`src/rtl/hier_node_pkg.sv`:
```
// Shared types and helpers for the hierarchical fan-out node and its leaf workers.
package hier_node_pkg;

   typedef enum logic [1:0] {
      ST_IDLE   = 2'd0,
      ST_RUN    = 2'd1,
      ST_REPORT = 2'd2
   } state_t;

   // Width of a child index, never below one bit so a single-child node still has a legal vector.
   function automatic int idx_width(input int n);
      return (n <= 2) ? 1 : $clog2(n);
   endfunction

endpackage

```
`src/rtl/hier_leaf_worker.sv`:
```
// Leaf worker: loads a work count, counts it down to zero and reports done while active.
module hier_leaf_worker #(
   parameter int LW = 8
) (
   input  logic          clk,
   input  logic          rst,
   input  logic          load,
   input  logic [LW-1:0] load_val,
   input  logic          clear,
   output logic          active_o,
   output logic          done_o
);

   logic          active_q;
   logic [LW-1:0] count_q;

   // NOTE: state registers use non-blocking assignments so every flop samples pre-edge values.
   always_ff @(posedge clk) begin
      if (rst) begin
         active_q <= 1'b0;
         count_q  <= '0;
      end else if (clear) begin
         active_q <= 1'b0;
         count_q  <= '0;
      end else if (load) begin
         active_q <= 1'b1;
         count_q  <= load_val;
      end else if (active_q && (count_q != '0)) begin
         count_q <= count_q - LW'(1);
      end
   end

   assign active_o = active_q;
   assign done_o   = active_q && (count_q == '0);

endmodule

```
`src/rtl/hier_fanout_node.sv`:
```
// Hierarchy node: broadcasts one command to a masked set of leaf workers and returns an aggregated response.
module hier_fanout_node #(
   parameter int NUM_CHILD = 5,
   parameter int DATA_W    = 8,
   parameter int CNT_W     = 16
) (
   input  logic                 clk,
   input  logic                 rst,
   input  logic                 req_valid,
   output logic                 req_ready,
   input  logic [DATA_W-1:0]    req_data,
   input  logic [NUM_CHILD-1:0] req_mask,
   input  logic                 abort,
   output logic                 resp_valid,
   input  logic                 resp_ready,
   output logic [NUM_CHILD-1:0] resp_mask,
   output logic [CNT_W-1:0]     resp_cycles,
   output logic                 resp_aborted
);

   import hier_node_pkg::*;

   localparam int IDX_W = idx_width(NUM_CHILD);
   localparam int LW    = DATA_W + IDX_W;

   state_t               state_q, state_d;
   logic [NUM_CHILD-1:0] mask_q;
   logic [NUM_CHILD-1:0] leaf_active, leaf_done, leaf_load;
   logic                 leaf_clear;
   logic [CNT_W-1:0]     run_cnt_q, run_cnt_inc;
   logic                 accept, all_done;
   logic                 cap_done, cap_abort, cap_empty;

   assign req_ready  = (state_q == ST_IDLE);
   assign resp_valid = (state_q == ST_REPORT);
   assign accept     = req_valid && req_ready;

   // Saturating increment; also the reported cycle count since the current RUN cycle is included.
   assign run_cnt_inc = (&run_cnt_q) ? run_cnt_q : run_cnt_q + CNT_W'(1);

   // A leaf that was never loaded does not hold up completion.
   assign all_done = &(~leaf_active | leaf_done);

   // NOTE: every combinational output gets a default first so no path can infer a latch.
   always_comb begin
      state_d    = state_q;
      leaf_load  = '0;
      leaf_clear = 1'b0;
      cap_done   = 1'b0;
      cap_abort  = 1'b0;
      cap_empty  = 1'b0;
      case (state_q)
         ST_IDLE: begin
            if (accept) begin
               if (req_mask != '0) begin
                  leaf_load = req_mask;
                  state_d   = ST_RUN;
               end else begin
                  cap_empty = 1'b1;
                  state_d   = ST_REPORT;
               end
            end
         end
         ST_RUN: begin
            // Completion outranks a coincident abort.
            if (all_done) begin
               cap_done = 1'b1;
               state_d  = ST_REPORT;
            end else if (abort) begin
               cap_abort  = 1'b1;
               leaf_clear = 1'b1;
               state_d    = ST_REPORT;
            end
         end
         ST_REPORT: begin
            if (resp_ready) begin
               leaf_clear = 1'b1;
               state_d    = ST_IDLE;
            end
         end
         default: state_d = ST_IDLE;
      endcase
   end

   always_ff @(posedge clk) begin
      if (rst) begin
         state_q      <= ST_IDLE;
         mask_q       <= '0;
         run_cnt_q    <= '0;
         resp_mask    <= '0;
         resp_cycles  <= '0;
         resp_aborted <= 1'b0;
      end else begin
         state_q <= state_d;

         if (accept) begin
            mask_q    <= req_mask;
            run_cnt_q <= '0;
         end else if (state_q == ST_RUN) begin
            run_cnt_q <= run_cnt_inc;
         end

         if (cap_empty) begin
            resp_mask    <= '0;
            resp_cycles  <= '0;
            resp_aborted <= 1'b0;
         end else if (cap_done) begin
            resp_mask    <= mask_q;
            resp_cycles  <= run_cnt_inc;
            resp_aborted <= 1'b0;
         end else if (cap_abort) begin
            resp_mask    <= leaf_active & leaf_done;
            resp_cycles  <= run_cnt_inc;
            resp_aborted <= 1'b1;
         end
      end
   end

   // Leaf i works for req_data + i cycles; LW leaves room for the index so the sum cannot wrap.
   for (genvar i = 0; i < NUM_CHILD; i++) begin : g_leaf
      logic [LW-1:0] load_val;
      assign load_val = LW'(req_data) + LW'(i);

      hier_leaf_worker #(
         .LW(LW)
      ) u_leaf (
         .clk      (clk),
         .rst      (rst),
         .load     (leaf_load[i]),
         .load_val (load_val),
         .clear    (leaf_clear),
         .active_o (leaf_active[i]),
         .done_o   (leaf_done[i])
      );
   end

   a_ready_valid_excl: assert property (@(posedge clk) !(req_ready && resp_valid));

   a_resp_stable: assert property (@(posedge clk) disable iff (rst)
      (resp_valid && !resp_ready) |=> (resp_valid && $stable(resp_mask) &&
                                       $stable(resp_cycles) && $stable(resp_aborted)));

endmodule

```
`config.mk`:
```
export PLATFORM = sky130hd
export DESIGN_NAME = hier_fanout_node
export DESIGN_NICKNAME = d
export VERILOG_FILES = /design/src/rtl/hier_node_pkg.sv /design/src/rtl/hier_leaf_worker.sv /design/src/rtl/hier_fanout_node.sv
export SDC_FILE = /design/constraint.sdc
export NUM_CORES = 1
export LEC_CHECK = 0
export ABC_AREA = 1
export BUFFER_PORTS_ARGS = -buffer_cell sky130_fd_sc_hd__buf_2
export CORE_MARGIN = 4
export CORE_UTILIZATION = 62
export CTS_CLUSTER_SIZE = 40
export DETAILED_ROUTE_END_ITERATION = 7
export PLACE_DENSITY = 0.78
export SLEW_MARGIN = 0
export SYNTH_ARGS = -nofsm -noshare
export SYNTH_HDL_FRONTEND = slang
export SYNTH_SLANG_ARGS = --single-unit
```
`constraint.sdc`:
```
create_clock -name clk -period 2.3 [get_ports clk]
set_input_delay 0 -clock clk [delete_from_list [all_inputs] [get_ports clk]]
set_output_delay 0 -clock clk [all_outputs]
set_load 0.05 [all_outputs]
```
==> results.md, run 1 <==
* Status: finished, final reports clean
* Worst-path clk slew at around 100 ps
* Syn avg cell area at approximately 6.8 µm²
* Final worst setup slack at between 60 and 70 ps
* DP Area at roughly 7000 µm²
* Power per cell area at 1520 nW/µm²
* Number of synthesized flops with an enable pin at 0
* Most frequent cells in the layout: 167 x nand2_1, 142 x nor2_1, 137 x inv_1, 105 x dfxtp_1, 69 x o21ai_0
* H-tree Lvls at 3
* Initial antenna violation count at 0
* Initial core utilization at 0.638
* Adder-cell share of the synthesized area at 0.0361
* Setup slack at placement at ~120 ps
* Clock Sinks at roughly 110
* Total CTS buffers at 9
* Register bit total from synthesis at roughly 110
* Core ar. at around 10000 µm²
* Met2 Wirelength at ~7.6 mm
* Crit path cell chain: inv_1, ha_2, nand2_1, inv_1, nand2_1, clkinvlp_4, buf_4, a21oi_1, o21ai_0, nor2_4
* Final instance area at 7340 µm²
* Sequential element share of the synthesized area at 0.319
* Height of the die at approximately 110 µm
* Ant. Diodes at 0
* Arr. time, crit path at 2580 ps
* Final slew viol count at 0
* Row Count at 37
* HPWL after detailed placement at between 10 and 15 mm
* Routed wl met3 at a little over 900 µm
* Final hold violation count at 0
* Final setup viols at 0
* CTS Buffer Depth at 2
* Worst Setup End Kind: flip-flop
* CTS root buf: clkbuf_8
* # Max-Cap Violations at 0
* Post-Synth XOR/XNOR Area at 0.0439
* Drc violations at 0
* Die Wd at about 110 µm
* CTS tree: done
* Worst IR Drop VDD at ~0.83 mV
* Fmax at 447 MHz
* Vias in the first global route at 5647
* Met1 Routed Length at 7.48 mm
* Pleak at 3.43 nW
* Syn_nets at between 1k and 1.5k
* Commonest non-fill, non-tap cell in the layout: nand2_1
* Global-route wire length before repair at 26.7 mm
* Async SR Flop Fraction at 0
* Worst setup path class: flip-flop to flip-flop
* Routed via count at around 6.3k
* Cell count after synthesis at about 970
* Crit-path max FO at 13
* Synth Area in Compound Gates at 0.147
* Worst setup SP type: flip-flop
* CP peak stage delay at roughly 370 ps
* Highest metal used: met4
* Vias/cell at ~5.4
* Skew-Pair Late Insertion Delay at 400 ps
* Final worst-path cycle share at 0.973
* Layout area overhead at 11.5%
* Drt wl/cell at between 10 and 15 µm
* Post-Route WL at around 16 mm
* Fraction of layout cells with a size suffix above 1 at 0.148
* Hold WC Path Type: primary input to flip-flop
* PortBufs at between 40 and 50
* YS warnings at 0
* Placer Congestion at between 0.9 and 1
* Crit-path slowest cell: dfxtp_1
* Fill cells at 904
* Ys flop type: dfxtp_1
* Relative slew margins at 0.635
* Antenna violation net count after detailed routing at 0
* Nets at approximately 1.1k
* Simple-gate share of the synthesized area at 0.342
* Minimum clock period at 2240 ps
* Clk_skew at around 14 ps
* Total gr overflow at 0
* Worst Path Required at about 2700 ps
* Die Area at approximately 12000 µm²
* DR iter-0 viols at approximately 450
* Largest net degree at the start of global routing at 28
* Post-synth cell types at 41
* TritonRoute pass-1 iters at 5
* Largest family of logic cells by synthesized area: simple AND/OR/NAND/NOR gates
* Post-synthesis cell area at approximately 6600 µm²
* Post-synthesis mux area share at 0.00152
* Worst Path Buf+Inv at 4
* Worst-Margin Slew at between 500 and 600 ps
* I/O pins at 42
* Gr usage total at 0.262
* CP top delay family: buffers and inverters
path summary, 6_finish.rpt:
kind / startpoint / endpoint / slack [ps] / cells past startpoint
setup / recovery: state_q[0]$_SDFFE_PP0P_ / g_leaf[1].u_leaf.count_q[10]$_SDFFE_PP0P_ / 60 / 10
hold / removal: abort / resp_aborted$_SDFFE_PP0P_ / 30 / 5
setup reg to reg: state_q[0]$_SDFFE_PP0P_ / g_leaf[1].u_leaf.count_q[10]$_SDFFE_PP0P_ / 60 / 10
hold reg to reg: mask_q[1]$_SDFFE_PP0P_ / mask_q[1]$_SDFFE_PP0P_ / 470 / 2
registers in the layout (all words and copies together) (netlist names):
signal                  flops
state_q                     2
g_leaf.u_leaf.active_o      5
g_leaf.u_leaf.count_q      55
run_cnt_q                  16
mask_q                      5
resp_cycles                16
resp_aborted                1
resp_mask                   5
synthesized netlist by cell type (7+ instances only):
| master | number | share of area |
|---|---|---|
| o21ai_0 | 69 | 0.052 |
| nor2_4 | 32 | 0.055 |
| nor3_1 | 21 | 0.016 |
| dfxtp_1 | 105 | 0.32 |
| nor2_1 | 143 | 0.082 |
| nand2_1 | 167 | 0.095 |
| nand4_1 | 9 | 0.0086 |
| ha_1 | 19 | 0.036 |
| inv_1 | 138 | 0.079 |
| nand3_1 | 63 | 0.048 |
| a21oi_1 | 49 | 0.037 |
| clkbuf_1 | 20 | 0.011 |
| nand3b_1 | 8 | 0.0091 |
| o211ai_1 | 17 | 0.019 |
| nor2_2 | 7 | 0.0067 |
| xnor2_1 | 7 | 0.0093 |
| xor2_1 | 26 | 0.035 |
what timing repair did:
action	4_1_cts	5_1_grt
hold buffers	2	0
buffers inserted	0	6
endpoints found under the setup margin	0	64
hold endpoints to repair	6	0
gates resized for setup	0	6
kinds of logic (layout without fill, tap and decap cells):
logic type | after synthesis | count (layout)
multiplexers | 1 | 1
AND/OR/NAND/NOR | 471 | 471
AO/OA/AOI/OAI | 166 | 166
XOR/XNOR | 33 | 33
adder cells (fa/ha/maj) | 19 | 19
buffers and inverters | 173 | 235
flip-flops | 105 | 105
per-layer routing:
layer  GRT usage  up-vias
met1       0.340     2847
met5           0        -
met3      0.0644       20
met2       0.442      175
li1            -     3223
met4      0.0576        0
worst register-to-register path: cells and delay by family, from the launching register on:
kind	cells	cell delay [ps]
simple gates	3	560
compound gates	2	350
buf+inv	4	700
flops	1	370
fa+ha+maj	1	200
per-stage QoR:
stage	total power [mW]	instances	utilization	TNS, ps	hold slack (ps)
after floorplan	8.32	968	-	0	183
after global placement	9.61	1142	0.681	0	309
after detailed placement	9.71	1142	0.681	0	321
after CTS	11.0	1160	0.703	0	1.96
after global routing	12.2	1166	0.711	-208	71.1
final	11.2	1166	0.711	0	28.6
cell type report:
class	instances	area, µm²	area share
multi-input combinational	690	3790	0.517
sequential	105	2100	0.286
inverter	143	541	0.0736
timing repair buffer	76	523	0.0712
tap	136	170	0.0232
clock buffer	11	131	0.0179
clock inverter	5	80.1	0.0109
where the power goes:
group          switching, mW  internal, mW  leakage [nW]
combinational           4.56          2.38          2.47
clock                  0.665         0.612        0.0995
sequential             0.502          2.47         0.859
total                   5.72          5.46          3.43
(Power assumes the default switching activity.)
==> run 2, diff against run 1 <==
ABC_AREA = 0   (was 1)
CORE_UTILIZATION = 46   (was 62)
PLACE_DENSITY = 0.6   (was 0.78)
clock period = 2.6 ns   (was 2.3 ns; I/O delays follow)
==> results.md, run 2 <==
* TritonRoute pass-1 iters at 5 (unchanged)
* Post-synth cell types at 56 (+37%)
* Number of synthesized flops with an enable pin at 0 (unchanged)
* Fmax at 400 MHz (-11%)
* Ant. Diodes at 0 (unchanged)
* Logic pwr share at 0.481 (-0.139)
* Arr. time, crit path at 2780 ps (+200 ps)
* Worst R2R Setup Slack at 100 ps (+40 ps)
* Pleak at 2.52 nW (-26%)
* Top reg by flops: g_leaf.u_leaf.count_q
* Die Area at 14800 µm² (+20%)
* Critical R2R Launch: g_leaf[3].u_leaf.count_q[4]$_SDFFE_PP0P_
* Seq pwr share at 0.323 (+0.057)
* Top-area cell type share of the netlist area at 0.353 (+0.0333)
* Hold Startpoint: req_data[2]
* Initial core utilization at 0.470 (-0.167)
* Drc violations at 0 (unchanged)
* Cell internal pwr at 4.26 mW (-22%)
* DR iter-0 viols at 266 (-40%)
* Most common cell in the netlist: nor2_1
* Synth top cells by count: 112 x nor2_1, 105 x dfxtp_1, 58 x nand2_1, 58 x xnor2_1, 34 x a211oi_2
* Fraction of layout cells with a size suffix above 1 at 0.199 (+0.0511)
* YS warnings at 0 (unchanged)
* Clock Sinks at 105 (unchanged)
* Gr usage total at 0.199 (-0.0632)
* Row Count at 41 (+11%)
* Crit-path slowest cell: or4_4
* Total gr overflow at 0 (unchanged)
* Total power at 7.42 mW (-34%)
* Post-synthesis cell area at 5960 µm² (-9.4%)
* Total CTS buffers at 9 (unchanged)
* Final hold violation count at 0 (unchanged)
* HPWL after detailed placement at 10.5 mm (-13%)
* Hold WC Path Type: primary input to flip-flop
* Relative slew margins at 0.543 (-0.0918)
* DP Area at 6390 µm² (-9.1%)
* Crit path cell chain: or4_4, o41ai_4, and4_4, nand2_2, a311o_2, buf_12, a311oi_2
* Clk_skew at 10.2 ps (-4.13 ps)
* Antenna violation net count after detailed routing at 0 (unchanged)
* Core ar. at 12700 µm² (+23%)
* Net Sw Frac at 0.425 (-0.0865)
* Minimum clock period at 2500 ps (+263 ps)
* Most frequent cells in the layout: 112 x nor2_1, 104 x dfxtp_1, 58 x xnor2_1, 58 x nand2_1, 41 x buf_2
* Worst setup SP type: flip-flop
* Worst-path clk slew at 70 ps (-30 ps)
* Die Wd at 122 µm (+9.7%)
* Reg2reg end: g_leaf[0].u_leaf.count_q[5]$_SDFFE_PP0P_
* Nets at 772 (-27%)
* Yosys top cell by area: dfxtp_1
* Drt wl/cell at 15.6 µm (+12%)
* Largest register FFs at 55 (unchanged)
* Largest net degree at the start of global routing at 37 (+32%)
* Worst Path Required at 2880 ps (+230 ps)
* Largest registers: g_leaf.u_leaf.count_q (55), resp_cycles (16), run_cnt_q (16)
* Post-Route WL at 14.2 mm (-12%)
* Status: finished, final reports clean
* Register bit total from synthesis at 105 (unchanged)
* Global-route wire length before repair at 23.3 mm (-13%)
* CTS Buffer Depth at 2 (unchanged)
* Hold endpoint: g_leaf[4].u_leaf.count_q[2]$_SDFFE_PP0P_
* Hold depth at 2 (-3)
* Worst setup path class: flip-flop to flip-flop
* I/O pins at 42 (unchanged)
* Worst Path Buf+Inv at 1 (-3)
* CTS tree: done
* Vias in the first global route at 4668 (-17%)
* Async SR Flop Fraction at 0 (unchanged)
* Clock power frac at 0.196 (+0.082)
* CP top delay family: simple AND/OR/NAND/NOR gates
* Syn avg cell area at 8.55 µm² (+26%)
* Power per cell area at 1100 nW/µm² (-28%)
* Worst Setup End Kind: flip-flop
* Final worst-path cycle share at 0.962 (-0.0109)
* Critical path depth in cells at 7 (-3)
* P_sw at 3.15 mW (-45%)
* Height of the die at 122 µm (+9.7%)
* Initial antenna violation count at 0 (unchanged)
* Worst-Margin Slew at 685 ps (+142 ps)
* # Max-Cap Violations at 0 (unchanged)
* H-tree Lvls at 3 (unchanged)
* Final instance area at 6760 µm² (-8.0%)
* Syn_nets at 734 (-27%)
* Largest cells by area after synthesis: dfxtp_1 35%, xnor2_1 8.5%, a211oi_2 7.1%
* R2R depth at 7 (-3)
* PortBufs at 41 (unchanged)
* CTS root buf: clkbuf_16
* CP peak stage delay at 570 ps (+200 ps)
* Final setup viols at 0 (unchanged)
* Cell count after synthesis at 697 (-28%)
* Ys flop type: dfxtp_1
* Crit-path max FO at 36 (+23)
* Skew-Pair Late Insertion Delay at 360 ps (-40 ps)
* Worst IR Drop VDD at 0.421 mV (-49%)
* Vias/cell at 5.43 (+0.97%)
* Commonest non-fill, non-tap cell in the layout: nor2_1
* Final slew viol count at 0 (unchanged)
* Sequential element share of the synthesized area at 0.353 (+0.0333)
* Routed via count at 4948 (-21%)
* Placer Congestion at 0.864 (-4.8%)
* Layout area overhead at 13.3%
==> run 2: worst max path at each step <==
stage,start,to,slack (ps)
3_3_place_gp,g_leaf[3].u_leaf.count_q[0]$_SDFFE_PP0P_,g_leaf[1].u_leaf.count_q[0]$_SDFFE_PP0P_,40
5_1_grt,g_leaf[3].u_leaf.count_q[1]$_SDFFE_PP0P_,g_leaf[0].u_leaf.count_q[5]$_SDFFE_PP0P_,-5
6_report,g_leaf[3].u_leaf.count_q[4]$_SDFFE_PP0P_,g_leaf[0].u_leaf.count_q[5]$_SDFFE_PP0P_,100
3_5_place_dp,g_leaf[3].u_leaf.count_q[0]$_SDFFE_PP0P_,g_leaf[1].u_leaf.count_q[9]$_SDFFE_PP0P_,-30
4_1_cts,g_leaf[3].u_leaf.count_q[0]$_SDFFE_PP0P_,g_leaf[0].u_leaf.count_q[5]$_SDFFE_PP0P_,10
2_1_floorplan,g_leaf[3].u_leaf.count_q[0]$_SDFFE_PP0P_,g_leaf[0].u_leaf.count_q[5]$_SDFFE_PP0P_,30
==> run 2: worst register-to-register path, cell delays in order (launching register included) <==
cell and delay (ps):
dfxtp_1 360, or4_4 570, o41ai_4 360, and4_4 290
nand2_2 60, a311o_2 360, buf_12 210, a311oi_2 210
==> run 2: layer usage <==
metal / share of wire / global-route usage / vias to the layer above / wire (µm)
li1: - / - / 2501 / -
met1: 0.48 / 0.267 / 2345 / 6870
met2: 0.46 / 0.321 / 87 / 6560
met3: 0.042 / 0.0441 / 15 / 603
met4: 0.014 / 0.0581 / 0 / 198
met5: 0 / 0 / - / 0
==> run 2: layout make-up <==
cell class	count	area, µm²
Fill cell	1206	5920
Multi-Input combinational cell	523	3570
Sequential cell	105	2100
Timing Repair Buffer	69	455
Clock buffer	11	233
Tap cell	172	215
Inverter	27	101
Clock inverter	5	80.1
==> run 2: kinds of logic (layout without fill, tap and decap cells) <==
group	after synthesis	count (layout)	share of synthesized area
and+or+nand+nor	295	295	0.245
AOI/OAI and AO/OA	111	111	0.165
DFF	105	105	0.353
xor gates and xnor gates	88	88	0.129
buffers and inverters	69	112	0.0510
adders and majority gates	19	19	0.0399
muxes	10	10	0.0172
==> run 2: power groups by stage <==
| stage | clock (mW) | combinational, mW | sequential [mW] |
|---|---|---|---|
| floorplan | 0 | 2.33 | 2.75 |
| global placement | 0 | 3.49 | 2.40 |
| detailed placement | 0 | 3.53 | 2.42 |
| CTS | 1.50 | 3.55 | 2.39 |
| global route | 1.56 | 3.92 | 2.46 |
| finish | 1.45 | 3.57 | 2.39 |
==> run 2: stage by stage <==
step                setup TNS (ps)  hold WS [ps]   util  worst slack (ps)  std cells
floorplan                        0          95.6      -              34.4        697
global placement                 0           323  0.504              37.1        892
detailed placement           -82.2           329  0.504             -29.8        892
CTS                              0          21.9  0.532              13.5        911
global route                 -5.37          40.9  0.533             -5.37        912
finish                           0          29.5  0.533              98.9        912
==> run 2: timing repair <==
action / CTS / global route
pin swaps: 0 / 3
gates resized for setup: 1 / 5
endpoints found under the setup margin: 15 / 72
endpoints found under the hold margin: 11 / 0
buffers inserted: 0 / 1
hold buffers: 3 / 0
==> run 3, diff against run 2 <==
BUFFER_PORTS_ARGS = unset   (was -buffer_cell sky130_fd_sc_hd__buf_2)
DONT_BUFFER_PORTS = 1   (was unset)
PLACE_DENSITY = 0.58   (was 0.6)
==> results.md, run 3 (same netlist as run 2, synthesis figures left out) <==
* Arr. time, crit path at 2900 ps (+120 ps)
* Clock Sinks at 105 (unchanged)
* CTS Buffer Depth at 2 (unchanged)
* Register area at 2110 µm² (+0.18%)
* # Max-Cap Violations at 0 (unchanged)
* PortBufs at 0 (-100%)
* Status: finished with violations
* Vias/cell at 5.65 (+4.2%)
* Cells after DPL at 851 (-4.6%)
* Post-Route WL at 15.9 mm (+11%)
* Final worst-path cycle share at 1.01 (+0.0484)
* Largest net degree at the start of global routing at 44 (+19%)
* Initial antenna violation count at 0 (unchanged)
* Minimum clock period at 2630 ps (+126 ps)
* Placer Congestion at 0.838 (-3.0%)
* Multi-input gate area at 3620 µm² (+1.4%)
* I/O pins at 42 (unchanged)
* Worst-Margin Slew at 679 ps (-6.64 ps)
* Clk_skew at 10.8 ps (+0.520 ps)
* Drc violations at 0 (unchanged)
* CTS tree: done
* Total power at 7.61 mW (+2.6%)
* Crit-path max FO at 5 (-86%)
* Clock power frac at 0.194 (-0.002)
* Final worst setup slack at -26.8 ps (-126 ps)
* Total gr overflow at 0 (unchanged)
* Hold WC Path Type: primary input to flip-flop
* Worst setup path class: flip-flop to flip-flop
* Final setup viols at 4 (+4)
* Seq pwr share at 0.369 (+0.046)
* Relative slew margins at 0.543 (about the same)
* Core ar. at 12700 µm² (unchanged)
* TritonRoute pass-1 iters at 5 (unchanged)
* Initial core utilization at 0.470 (unchanged)
* Top reg by flops: g_leaf.u_leaf.count_q
* Pleak at 2.46 nW (-2.5%)
* HPWL after detailed placement at 10.6 mm (+0.99%)
* P_sw at 3.27 mW (+3.7%)
* TNS Setup at -34.0 ps (-34.0 ps)
* Worst IR Drop VDD at 0.571 mV (+36%)
* Fin cells at 890 (-2.4%)
* Total CTS buffers at 9 (unchanged)
* Logic pwr share at 0.437 (-0.044)
* Global-route wire length before repair at 24.2 mm (+4.2%)
* Unrepaired setup endpoints after global routing: yes
* Skew-Pair Late Insertion Delay at 360 ps (about the same)
* Vias in the first global route at 4637 (-0.66%)
* Row Count at 41 (unchanged)
* Final slew viol count at 0 (unchanged)
* Largest register FFs at 55 (unchanged)
* Net Sw Frac at 0.430 (+0.00468)
* Commonest non-fill, non-tap cell in the layout: nor2_1
* Worst-path clk slew at 70 ps (about the same)
* Layer with the highest usage: met2
* Fraction of layout cells with a size suffix above 1 at 0.171 (-0.0273)
* Ant. Diodes at 0 (unchanged)
* Worst Path Required at 2880 ps (about the same)
* Height of the die at 122 µm (unchanged)
* Final hold violation count at 0 (unchanged)
* Power per cell area at 1110 nW/µm² (+1.1%)
* Worst setup SP type: flip-flop
* Gr usage total at 0.208 (+0.00921)
* Die Area at 14800 µm² (unchanged)
* Nets at 750 (-2.8%)
* DR iter-0 viols at 470 (+77%)
* Layout area overhead at 15.0%
* Met3 GRT Util at 0.0539 (+0.00975)
* Most frequent cells in the layout: 112 x nor2_1, 101 x dfxtp_1, 58 x xnor2_1, 58 x nand2_1, 35 x a211oi_2
* Failing checks: setup timing
* Worst R2R Setup Slack at -30 ps (-130 ps)
* GR Layer Usage met2 at 0.321 (-0.000345)
* Cell internal pwr at 4.33 mW (+1.7%)
* CTS root buf: clkbuf_16
* Routed via count at 5030 (+1.7%)
* Drt wl/cell at 17.8 µm (+14%)
* Antenna violation net count after detailed routing at 0 (unchanged)
* Worst Setup End Kind: flip-flop
* Fmax at 381 MHz (-4.8%)
* Die Wd at 122 µm (unchanged)
* H-tree Lvls at 3 (unchanged)
* Fill cells at 1170 (-3.0%)
* Met1 GRT Util at 0.279 (+0.0124)
* Largest registers: g_leaf.u_leaf.count_q (55), resp_cycles (16), run_cnt_q (16)
## run 3: changes by cell type in the layout (fill, tap and decap cells not counted), moves of 3 or more
cell and change:
buf_2 -41, dlygate4sd3_1 +9, clkbuf_16 +4, buf_4 +3, dfxtp_1 -3, dfxtp_2 +3
## run 3: final timing paths
check	to	from	depth (start not counted)
worst max register to register	g_leaf[3].u_leaf.count_q[5]$_SDFFE_PP0P_	g_leaf[3].u_leaf.count_q[4]$_SDFFE_PP0P_	7
worst min-delay path	g_leaf[2].u_leaf.count_q[5]$_SDFFE_PP0P_	req_data[3]	4
worst min register to register	resp_mask[0]$_SDFFE_PP0P_	mask_q[0]$_SDFFE_PP0P_	2
worst max-delay path	g_leaf[3].u_leaf.count_q[5]$_SDFFE_PP0P_	g_leaf[3].u_leaf.count_q[4]$_SDFFE_PP0P_	7
## run 3: cell type report
cell class / instances / share of cell area
tap: 172 / 0.0314
timing repair buffer: 46 / 0.0721
clock inverter: 7 / 0.0139
inverter: 27 / 0.0148
multi-input combinational: 524 / 0.528
clock buffer: 9 / 0.0329
sequential: 105 / 0.307
## run 3: power by group through the flow
stage | sequential (mW) | combinational [mW] | clock (mW)
3_5_place_dp | 2.83 | 3.01 | 0
2_1_floorplan | 2.75 | 2.33 | 0
6_report | 2.81 | 3.32 | 1.48
5_1_grt | 2.87 | 3.66 | 1.55
4_1_cts | 2.80 | 3.06 | 1.51
3_3_place_gp | 2.82 | 2.95 | 0
## run 3: routing by layer
metal  vias up  routed length (µm)
li1       2478                   -
met3        27                 894
met2       132                7270
met5         -                   0
met1      2393                7340
met4         0                 369
## run 3: repair_timing
action                     4_1_cts  5_1_grt
hold endpoints to repair        48        0
setup endpoints to repair        0       69
buffers inserted                 0        3
hold buffers                    12        0
gates resized for setup          0       14
## run 3: critical path, cell delays in order (launching register included)
cell	delay, ps
dfxtp_2	350
or4_4	570
o41ai_4	350
and4_4	300
nand2_4	70
a311o_2	510
clkbuf_16	220
a211oi_2	180
## run 3: per-stage QoR
stage	worst slack, ps	hold WS (ps)	area (µm²)	utilization
6_report	-26.8	5.63	6850	0.541
5_1_grt	-89.7	11.1	6850	0.541
4_1_cts	12.3	0.826	6640	0.524
3_5_place_dp	35.1	77.0	6200	0.489
3_3_place_gp	98.6	74.9	6200	0.489
2_1_floorplan	34.4	95.6	5960	-
